===== src/rtl/fifo_pop_stream.sv =====
// fifo_pop_stream: drains a FWFT FIFO pop port into a valid/ready stream
// through a 2-entry skid buffer, with enable, flush and a pop counter.
module fifo_pop_stream #(
  parameter int DATA_W = 8,
  parameter int CNT_W  = 16
) (
  input  logic              clk,
  input  logic              reset,
  input  logic              fifo_empty_i,
  input  logic [DATA_W-1:0] fifo_data_i,
  output logic              fifo_pop_o,
  input  logic              enable_i,
  input  logic              flush_i,
  output logic              out_valid_o,
  output logic [DATA_W-1:0] out_data_o,
  input  logic              out_ready_i,
  output logic [CNT_W-1:0]  words_popped_o
);

  typedef enum logic [1:0] {
    CNT0 = 2'd0,
    CNT1 = 2'd1,
    CNT2 = 2'd2
  } occ_e;

  occ_e              occ_q, occ_d;
  logic [DATA_W-1:0] head_q, head_d;
  logic [DATA_W-1:0] tail_q, tail_d;
  logic [CNT_W-1:0]  popped_q;
  logic              ld, rd;

  // Pop depends only on registered occupancy and the FIFO flag,
  // never on out_ready_i.
  assign fifo_pop_o = !reset && !fifo_empty_i && enable_i
                    && (occ_q != CNT2) && !flush_i;

  assign ld = fifo_pop_o;
  assign rd = out_valid_o && out_ready_i && !flush_i;

  assign out_valid_o    = (occ_q != CNT0);
  assign out_data_o     = head_q;
  assign words_popped_o = popped_q;

  always_comb begin
    occ_d  = occ_q;
    head_d = head_q;
    tail_d = tail_q;
    if (flush_i) begin
      occ_d = CNT0;
    end else begin
      unique case (1'b1)
        (ld && !rd): begin
          case (occ_q)
            CNT0: begin
              head_d = fifo_data_i;
              occ_d  = CNT1;
            end
            CNT1: begin
              tail_d = fifo_data_i;
              occ_d  = CNT2;
            end
            default: ;
          endcase
        end
        (rd && !ld): begin
          if (occ_q == CNT2) begin
            head_d = tail_q;
            occ_d  = CNT1;
          end else begin
            occ_d = CNT0;
          end
        end
        (ld && rd): begin
          head_d = fifo_data_i;
        end
        default: ;
      endcase
    end
  end

  always_ff @(posedge clk) begin
    if (reset) begin
      occ_q    <= CNT0;
      head_q   <= '0;
      tail_q   <= '0;
      popped_q <= '0;
    end else begin
      occ_q  <= occ_d;
      head_q <= head_d;
      tail_q <= tail_d;
      if (ld) popped_q <= popped_q + CNT_W'(1);
    end
  end

`ifndef SYNTHESIS
  a_occ_max: assert property (
    @(posedge clk) disable iff (reset)
    occ_q != 2'd3);

  a_pop_empty: assert property (
    @(posedge clk) disable iff (reset)
    fifo_empty_i |-> !fifo_pop_o);

  a_hold: assert property (
    @(posedge clk) disable iff (reset)
    (out_valid_o && !out_ready_i && !flush_i)
      |=> $stable(out_data_o));
`endif

endmodule


===== config.mk =====
export PLATFORM = sky130hd
export DESIGN_NAME = fifo_pop_stream
export DESIGN_NICKNAME = d
export VERILOG_FILES = /design/src/rtl/fifo_pop_stream.sv
export SDC_FILE = /design/constraint.sdc
export NUM_CORES = 1
export LEC_CHECK = 0
export ABC_AREA = 1
export CAP_MARGIN = 20
export CORE_UTILIZATION = 40
export CTS_BUF_LIST = sky130_fd_sc_hd__clkbuf_4 sky130_fd_sc_hd__clkbuf_8 sky130_fd_sc_hd__clkbuf_16
export DETAILED_ROUTE_END_ITERATION = 7
export PLACE_DENSITY = 0.73
export SKIP_CTS_REPAIR_TIMING = 1
export SLEW_MARGIN = 20
export SYNTH_ARGS = -nofsm -noshare
export SYNTH_HDL_FRONTEND = slang
export SYNTH_SLANG_ARGS = --single-unit
export TNS_END_PERCENT = 20

===== constraint.sdc =====
create_clock -name clk -period 5 [get_ports clk]
set_input_delay 0.5 -clock clk [delete_from_list [all_inputs] [get_ports clk]]
set_output_delay 0.5 -clock clk [all_outputs]
set_load 0.03 [all_outputs]

==> Word level (Yosys, flattened, before mapping) <==
Index checks and enable logic that the tools add are counted.
W data, S select, Z words.
{ "word_totals": {"ff_bits": 34, "input_bits": 14, "output_inout_bits": 26} }
{ "op_classes": {"add_sub_neg": 1, "n_eq_ne": 6, "muxes": 6, "n_bitwise": 1, "n_reduce_logical": 22} }
{ "ops": {"columns": ["op", "n"], "rows": [
  ["$pmux W8 S3", 1],
  ["$add A16 B1 Y16 const B", 1],
  ["$mux W8", 2],
  ["$logic_and A1 B1 Y1", 9],
  ["$pmux W2 S2", 2],
  ["$logic_not A1 Y1", 5],
  ["$ne A2 B1 Y1 const B", 2],
  ["$reduce_and A4 Y1", 1],
  ["$reduce_bool A2 Y1", 2],
  ["$ne A3 B1 Y1 const B", 1],
  ["$reduce_and A3 Y1", 1],
  ["$reduce_bool A3 Y1", 1],
  ["$eq A2 B1 Y1 const B", 1],
  ["$eq A2 B2 Y1 const B", 1],
  ["$logic_not A2 Y1", 1],
  ["$ne A2 B2 Y1 const B", 1],
  ["$reduce_and A2 Y1", 1],
  ["$reduce_or A2 Y1", 1],
  ["$mux W1", 1],
  ["$not A1 Y1", 1]
]} }

==> Depth between registers and ports, before layout <==
Gate-level depths: netlist of the first run.
{ "depth": {"word_depth": 9, "mapped_depth": 12, "depth_no_buf": 10} }

==> Least setup slack after synthesis of the first run <==
No wires, ideal clock.
{ "synth_path": {"kind": "input port to flip-flop", "start": "in flush_i", "end": "reg tail_q[1]", "setup_ps": 65, "t_arrival_ps": 1810, "t_required_ps": 4935, "path_slack_ps": 3125, "stages": 8, "path_cell_list": "nor2_4 > nand2_2 > nor2_4 > ha_1 > nand3_1 > inv_1 > nor2_1 > nor2_1"} }
{ "synth_via": {"elab_cells_between_ends": 7, "cone_classes": "bitwise: 1; reduce/logical: 6"} }
{ "synth_lines": {"columns": ["item", "line", "text"], "rows": [
  ["from (decl)", "13", "input logic flush_i,"],
  ["$logic_not A1 Y1", "35", "&& (occ_q != CNT2) && !flush_i;"],
  ["$logic_and A1 B1 Y1", "35", null],
  ["named net fifo_pop_o", "11", "output logic fifo_pop_o,"],
  ["$logic_and A1 B1 Y1", "52", "(ld && !rd): begin"],
  ["$reduce_and A3 Y1 (no line)", null, null],
  ["to (signal assigned)", "90", "tail_q <= tail_d;"],
  ["to (decl)", "28", "logic [DATA_W-1:0] tail_q, tail_d;"]
]} }
The timed path passes the listed nets, and every way through them passes these cells.
A chain may end at the register's enable or synchronous reset.

==> Final worst setup path of the first run <==
{ "layout_path": {"start": "in reset", "end": "out fifo_pop_o"} }
{ "layout_via": {"elab_chain_cells": 5} }
{ "layout_rtl": {"columns": ["item", "line", "text"], "rows": [
  ["from (decl)", "8", "input logic reset,"],
  ["$logic_not A1 Y1", "34", "assign fifo_pop_o = !reset && !fifo_empty_i && enable_i"],
  ["$logic_and A1 B1 Y1 (2 in a row)", "34", null],
  ["$logic_and A1 B1 Y1 (2 in a row)", "35", null],
  ["to (decl)", "11", null]
]} }
Every way passes these cells.

==> results.toml, run 1 <==
[logic_synthesis]
synth_top_cell_area_share = 0.375
yosysSeqAreaShare = 0.375
synth.distinct_cells = 24
syn_avg_cell_area_sq_um = 6.45
synthesis.nets = 299
ys_warn_count = 0
syn_inst = 281
synth_top_area_cell = "dfxtp_1"
synth.cell_area_sq_mm = 0.00181
synth_area_leaders = "dfxtp_1 (38%), nand2_1 (17%), nor2_1 (13%)"
yosys_register_bits = 34

[sta]
min_period_over_period = 0.556
timing.fmax_mhz = 360
slew_violations = 0
timing.slew.headroom = 0.444
worstMarginPinSlew_ps = 832
worst_slack_ps = 2220
skew_ps = 9.82
hold_violations = 0
rsz0062_at_grt = "no"
tns_ps = 0
setup_viol = 0
min_period_ps = 2780

[setup_path]
worstPathMaxFanout = 10
crit_type = "primary input to output pin"
reg2reg_to = "occ_q[0]$_SDFFE_PP0P_"
endpoint_kind = "output pin"
crit_arrival_ps = 2280
rr_worst_depth = 7
cp-start-kind = "primary input"
r2r-start = "occ_q[1]$_SDFFE_PP0P_"
r2r_setup_slack_ps = 3010
required_ps = 4500

[clocking]
clock_insertion_delay_worst_skew_ps = 290
cts_made_buffers = 5
cts_tree = "built"
htreeDepth = 2
clk_path_buf_depth = 2
clock-sinks = 34
path_clk_slew_ps = 70
clockRootBuffer = "clkbuf_8"

[placement]
place_area_sq_mm = 0.00224
place.gp.congestion = 0.817
dp_hpwl_microns = 2830
dp_slack_ps = 2220
numPortBuffers = 39

[grt]
grtUsageMet2 = 0.287
grt_max_degree = 30
antenna_found_initial = 0
grt_pass1_vias = 1520
grt_use_met1 = 0.220
grt_pass1_wl_microns = 6840
grtUsageTotal = 0.174
grt_overflow_total = 0
grt_util_met3 = 0.0480
grt_busiest_layer = "met2"

[drt]
drc = 0
totalWireLength_microns = 3930
wire_per_inst_microns = 10.5
first_iter_violations = 103
drt_first_pass_iters = 5
vias_per_cell = 4.57
drtAntennaViolNets = 0
num_vias = 1713

[floorplanning]
fp-row-count = 24
start_util = 0.416
core-area_sq_mm = 0.00435
boundaryPins = 40
die_h_microns = 69.3
die_w_microns = 69.3
dieArea_sq_mm = 0.00481

[final_layout]
multiInputGateArea_sq_um = 946
diodes = 0
fin_area_sq_mm = 0.00235
syn2layout_area_growth_pct = 29.6
ff_latch_area_sq_um = 681
n_fill_cell = 450
fin_util = 0.540
nNetsFinal = 340
drive_above_1_share = 0.0650

[hold_path]
min_to = "tail_q[1]$_SDFFE_PP0P_"
worstHoldPathType = "register to register"
worstHoldStart = "tail_q[1]$_SDFFE_PP0P_"
hold_path_depth = 2

[job]
maxCapViolations = 0

[pwr]
power_density_mw_per_mm2 = 246
leakage_nw = 0.988
peakVddDrop_mv = 0.106

[run_status]
status = "complete, no violations"
cell usage after synthesis:
master and instances:
nand4_1 10, nor2_2 1, nor3_1 2, inv_1 38
nor2_1 65, nand3_4 2, a21oi_4 1, a21oi_1 5
nand3_2 1, ha_1 4, nand2_2 2, nor2_4 4
a21boi_0 1, inv_2 2, clkbuf_1 1, dfxtp_1 34
buf_2 2, buf_6 1, nand3_1 5, buf_4 1
nand2_1 81, nor3b_1 3, o21ai_0 14, clkinv_1 1
worst max-delay path, stage by stage:
cell	delay [ps]
clkdlybuf4s50_1	520
nor2_4	200
nand2_2	90
nor2_4	240
clkdlybuf4s50_1	730
worst max-delay path by stage:
| stage | from | endpoint |
|---|---|---|
| 2_1_floorplan | flush_i | tail_q[1]$_SDFFE_PP0P_ |
| 5_1_grt | reset | fifo_pop_o |
| 3_5_place_dp | reset | fifo_pop_o |
| 4_1_cts | reset | fifo_pop_o |
| 6_report | reset | fifo_pop_o |
| 3_3_place_gp | reset | fifo_pop_o |
where the power goes:
| group | total [mW] | switching, mW | internal (mW) |
|---|---|---|---|
| Combinational | 0.0488 | 0.0271 | 0.0216 |
| Clock | 0.255 | 0.107 | 0.148 |
| Sequential | 0.275 | 0.00191 | 0.273 |
| Total | 0.579 | 0.136 | 0.443 |
area by class of cell:
class,count,area share
clock buffers,5,0.0293
clock inverters,3,0.0192
inverters,41,0.0655
multi-input cells,201,0.403
flip-flops and latches,34,0.290
well taps,52,0.0277
repair buffers,39,0.166
stage by stage:
stage                     std cells  hold WS [ps]  power [mW]
final                           375           487       0.579
after global routing            375           510       0.606
after CTS                       375           489       0.586
after detailed placement        367           473       0.331
after global placement          367           462       0.330
after floorplan                 281           455       0.310
flip-flops by register name (all words and copies together), names as in the netlist:
signal	cells
words_popped_o	16
tail_q	8
out_data_o	8
occ_q	2
metal layers:
layer | vias to the layer above | wire, microns
met4 | 0 | 55
met3 | 6 | 166
met2 | 34 | 1820
met5 | - | 0
li1 | 937 | -
met1 | 736 | 1890
cells in the final DEF (no fill, tap or decap), drive strengths merged:
cell type / netlist / routed
nor3: 2 / 2
ha: 4 / 4
clkinv: 1 / 1
inv: 40 / 40
o21ai: 14 / 14
nand2: 83 / 83
dfxtp: 34 / 34
a21oi: 6 / 6
a21boi: 1 / 1
bufinv: 0 / 1
nor2: 70 / 70
nand3: 8 / 8
nor3b: 3 / 3
clkinvlp: 0 / 2
clkbuf: 1 / 5
clkdlybuf4s50: 0 / 39
nand4: 10 / 10
logic make-up (layout without fill, tap and decap cells):
family,after synthesis,after routing,synth area share
fa+ha+maj,4,4,0.0276
buf+inv,46,88,0.103
compound gates,21,21,0.0656
flops,34,34,0.375
simple gates,176,176,0.429
(Power assumes the default switching activity.)
==> run 2: changes to the inputs <==
- clock period: 5 -> 2.57 ns (I/O delays scaled with it)
==> run 2 against run 1 <==
Against the previous run: count of clock-buffer cells in the layout did not move; final cell count is 0.53% higher; die area stayed put; register-to-register slack lost 2400 ps; first-iteration DRC count decreased by 2.9%; via count rose by 4.4%; clock power is 96% higher; sequential cell count is the same; sequential power increased by 95%; global-route usage rose by 0.87 points; worst hold slack improved by 3.1 ps; critical path type unchanged; critical endpoint unchanged; largest cell class unchanged.
==> results.toml, run 2 (same netlist as run 1, synthesis figures left out) <==
[clocking]
clockRootBuffer = "clkbuf_8"
clock_insertion_delay_worst_skew_ps = 290
clock-sinks = 34
cts_tree = "built"
clk_path_buf_depth = 2
cts_made_buffers = 5
htreeDepth = 2
path_clk_slew_ps = 80

[sta]
worstMarginPinSlew_ps = 342
min_period_over_period = 0.852
timing.fmax_mhz = 457
skew_ps = 6.94
worst_slack_ps = 382
hold_violations = 0
tns_ps = 0
setup_viol = 0
slew_violations = 0
timing.slew.headroom = 0.772
rsz0062_at_grt = "no"
min_period_ps = 2190

[floorplanning]
boundaryPins = 40
dieArea_sq_mm = 0.00481
start_util = 0.416
die_w_microns = 69.3
core-area_sq_mm = 0.00435
die_h_microns = 69.3
fp-row-count = 24

[drt]
first_iter_violations = 100
vias_per_cell = 4.74
drtAntennaViolNets = 0
drt_first_pass_iters = 4
totalWireLength_microns = 4050
drc = 0
wire_per_inst_microns = 10.7
num_vias = 1788

[final_layout]
drive_above_1_share = 0.0708
diodes = 0
nNetsFinal = 342
mostFrequentLayoutCells = "nand2_1 (81), nor2_1 (65), clkdlybuf4s50_1 (39)"
largest_reg_flops = 16
stdcell_count = 377
n_fill_cell = 425
syn2layout_area_growth_pct = 30.4
layout_commonest_cell = "nand2_1"

[grt]
grtUsageMet2 = 0.296
antenna_found_initial = 0
grt_use_met1 = 0.228
grt_overflow_total = 0
grt_max_degree = 30
grtUsageTotal = 0.183
grt_util_met3 = 0.0567
grt_pass1_wl_microns = 7220
grt_pass1_vias = 1675
grt_busiest_layer = "met2"

[job]
maxCapViolations = 0

[pwr]
power_density_mw_per_mm2 = 479
p_total_mw = 1.13
leakage_nw = 0.999
peakVddDrop_mv = 0.220

[setup_path]
worstPathMaxFanout = 5
crit_arrival_ps = 1930
crit_type = "primary input to output pin"
cp-start-kind = "primary input"
cp_num_buf_inv = 2
worstPathCellList = "clkdlybuf4s50_1 > nor2_4 > nand2_2 > nor2_4 > clkdlybuf4s50_1"
crit_slowest_cell = "clkdlybuf4s50_1"
critical-path-top-delay-family = "buffers and inverters"
required_ps = 2310
max_stage_delay_ps = 720
r2r-start = "occ_q[1]$_SDFFE_PP0P_"
endpoint_kind = "output pin"
cp-startpoint = "reset"

[placement]
place.gp.congestion = 0.798
dp_slack_ps = 205
dpl.cell_count = 369
dp_hpwl_microns = 2910
numPortBuffers = 39

[hold_path]
worstHoldPathType = "register to register"
worstHoldStart = "tail_q[2]$_SDFFE_PP0P_"

[run_status]
status = "complete, no violations"
-- run 2: report_power, final --
group | internal, mW | switching, mW
clock | 0.288 | 0.211
sequential | 0.532 | 0.00373
combinational | 0.0434 | 0.0540
total | 0.864 | 0.269
-- run 2: cell type report --
cell class | instances | area, sq um | area share
Clock buffer | 5 | 68.8 | 0.0291
Clock inverter | 3 | 45.0 | 0.0190
Inverter | 41 | 154 | 0.0651
Multi-Input combinational cell | 201 | 946 | 0.400
Sequential cell | 34 | 681 | 0.288
Tap cell | 52 | 65.1 | 0.0275
Timing Repair Buffer | 41 | 405 | 0.171
-- run 2: worst paths after layout --
kind | depth (start not counted) | slack (ps) | end
max | 5 | 380 | fifo_pop_o
min | 2 | 490 | tail_q[2]$_SDFFE_PP0P_
max reg2reg | 9 | 570 | occ_q[0]$_SDFFE_PP0P_
min reg2reg | 2 | 490 | tail_q[2]$_SDFFE_PP0P_
-- run 2: routing by layer --
metal,part of all wire,up-vias,wire [microns]
met5,0,-,0
met4,0.0042,0,17
met3,0.046,2,185
met2,0.47,39,1900
met1,0.48,803,1950
li1,-,944,-
-- run 2: worst register-to-register path: stages, from the launching register on --
cell and delay [ps]:
dfxtp_1 440, nor2_2 60, inv_2 90, nand3_1 130
inv_1 80, ha_1 350, clkinv_1 330, a21oi_1 260
nand2_1 60, a21boi_0 140
-- run 2: stage by stage --
stage          area [sq um]  utilization  hold slack, ps
3_3_place_gp           2250        0.517             465
4_1_cts                2360        0.543             491
2_1_floorplan          1810            -             333
6_report               2360        0.543             490
3_5_place_dp           2250        0.517             475
5_1_grt                2360        0.543             516
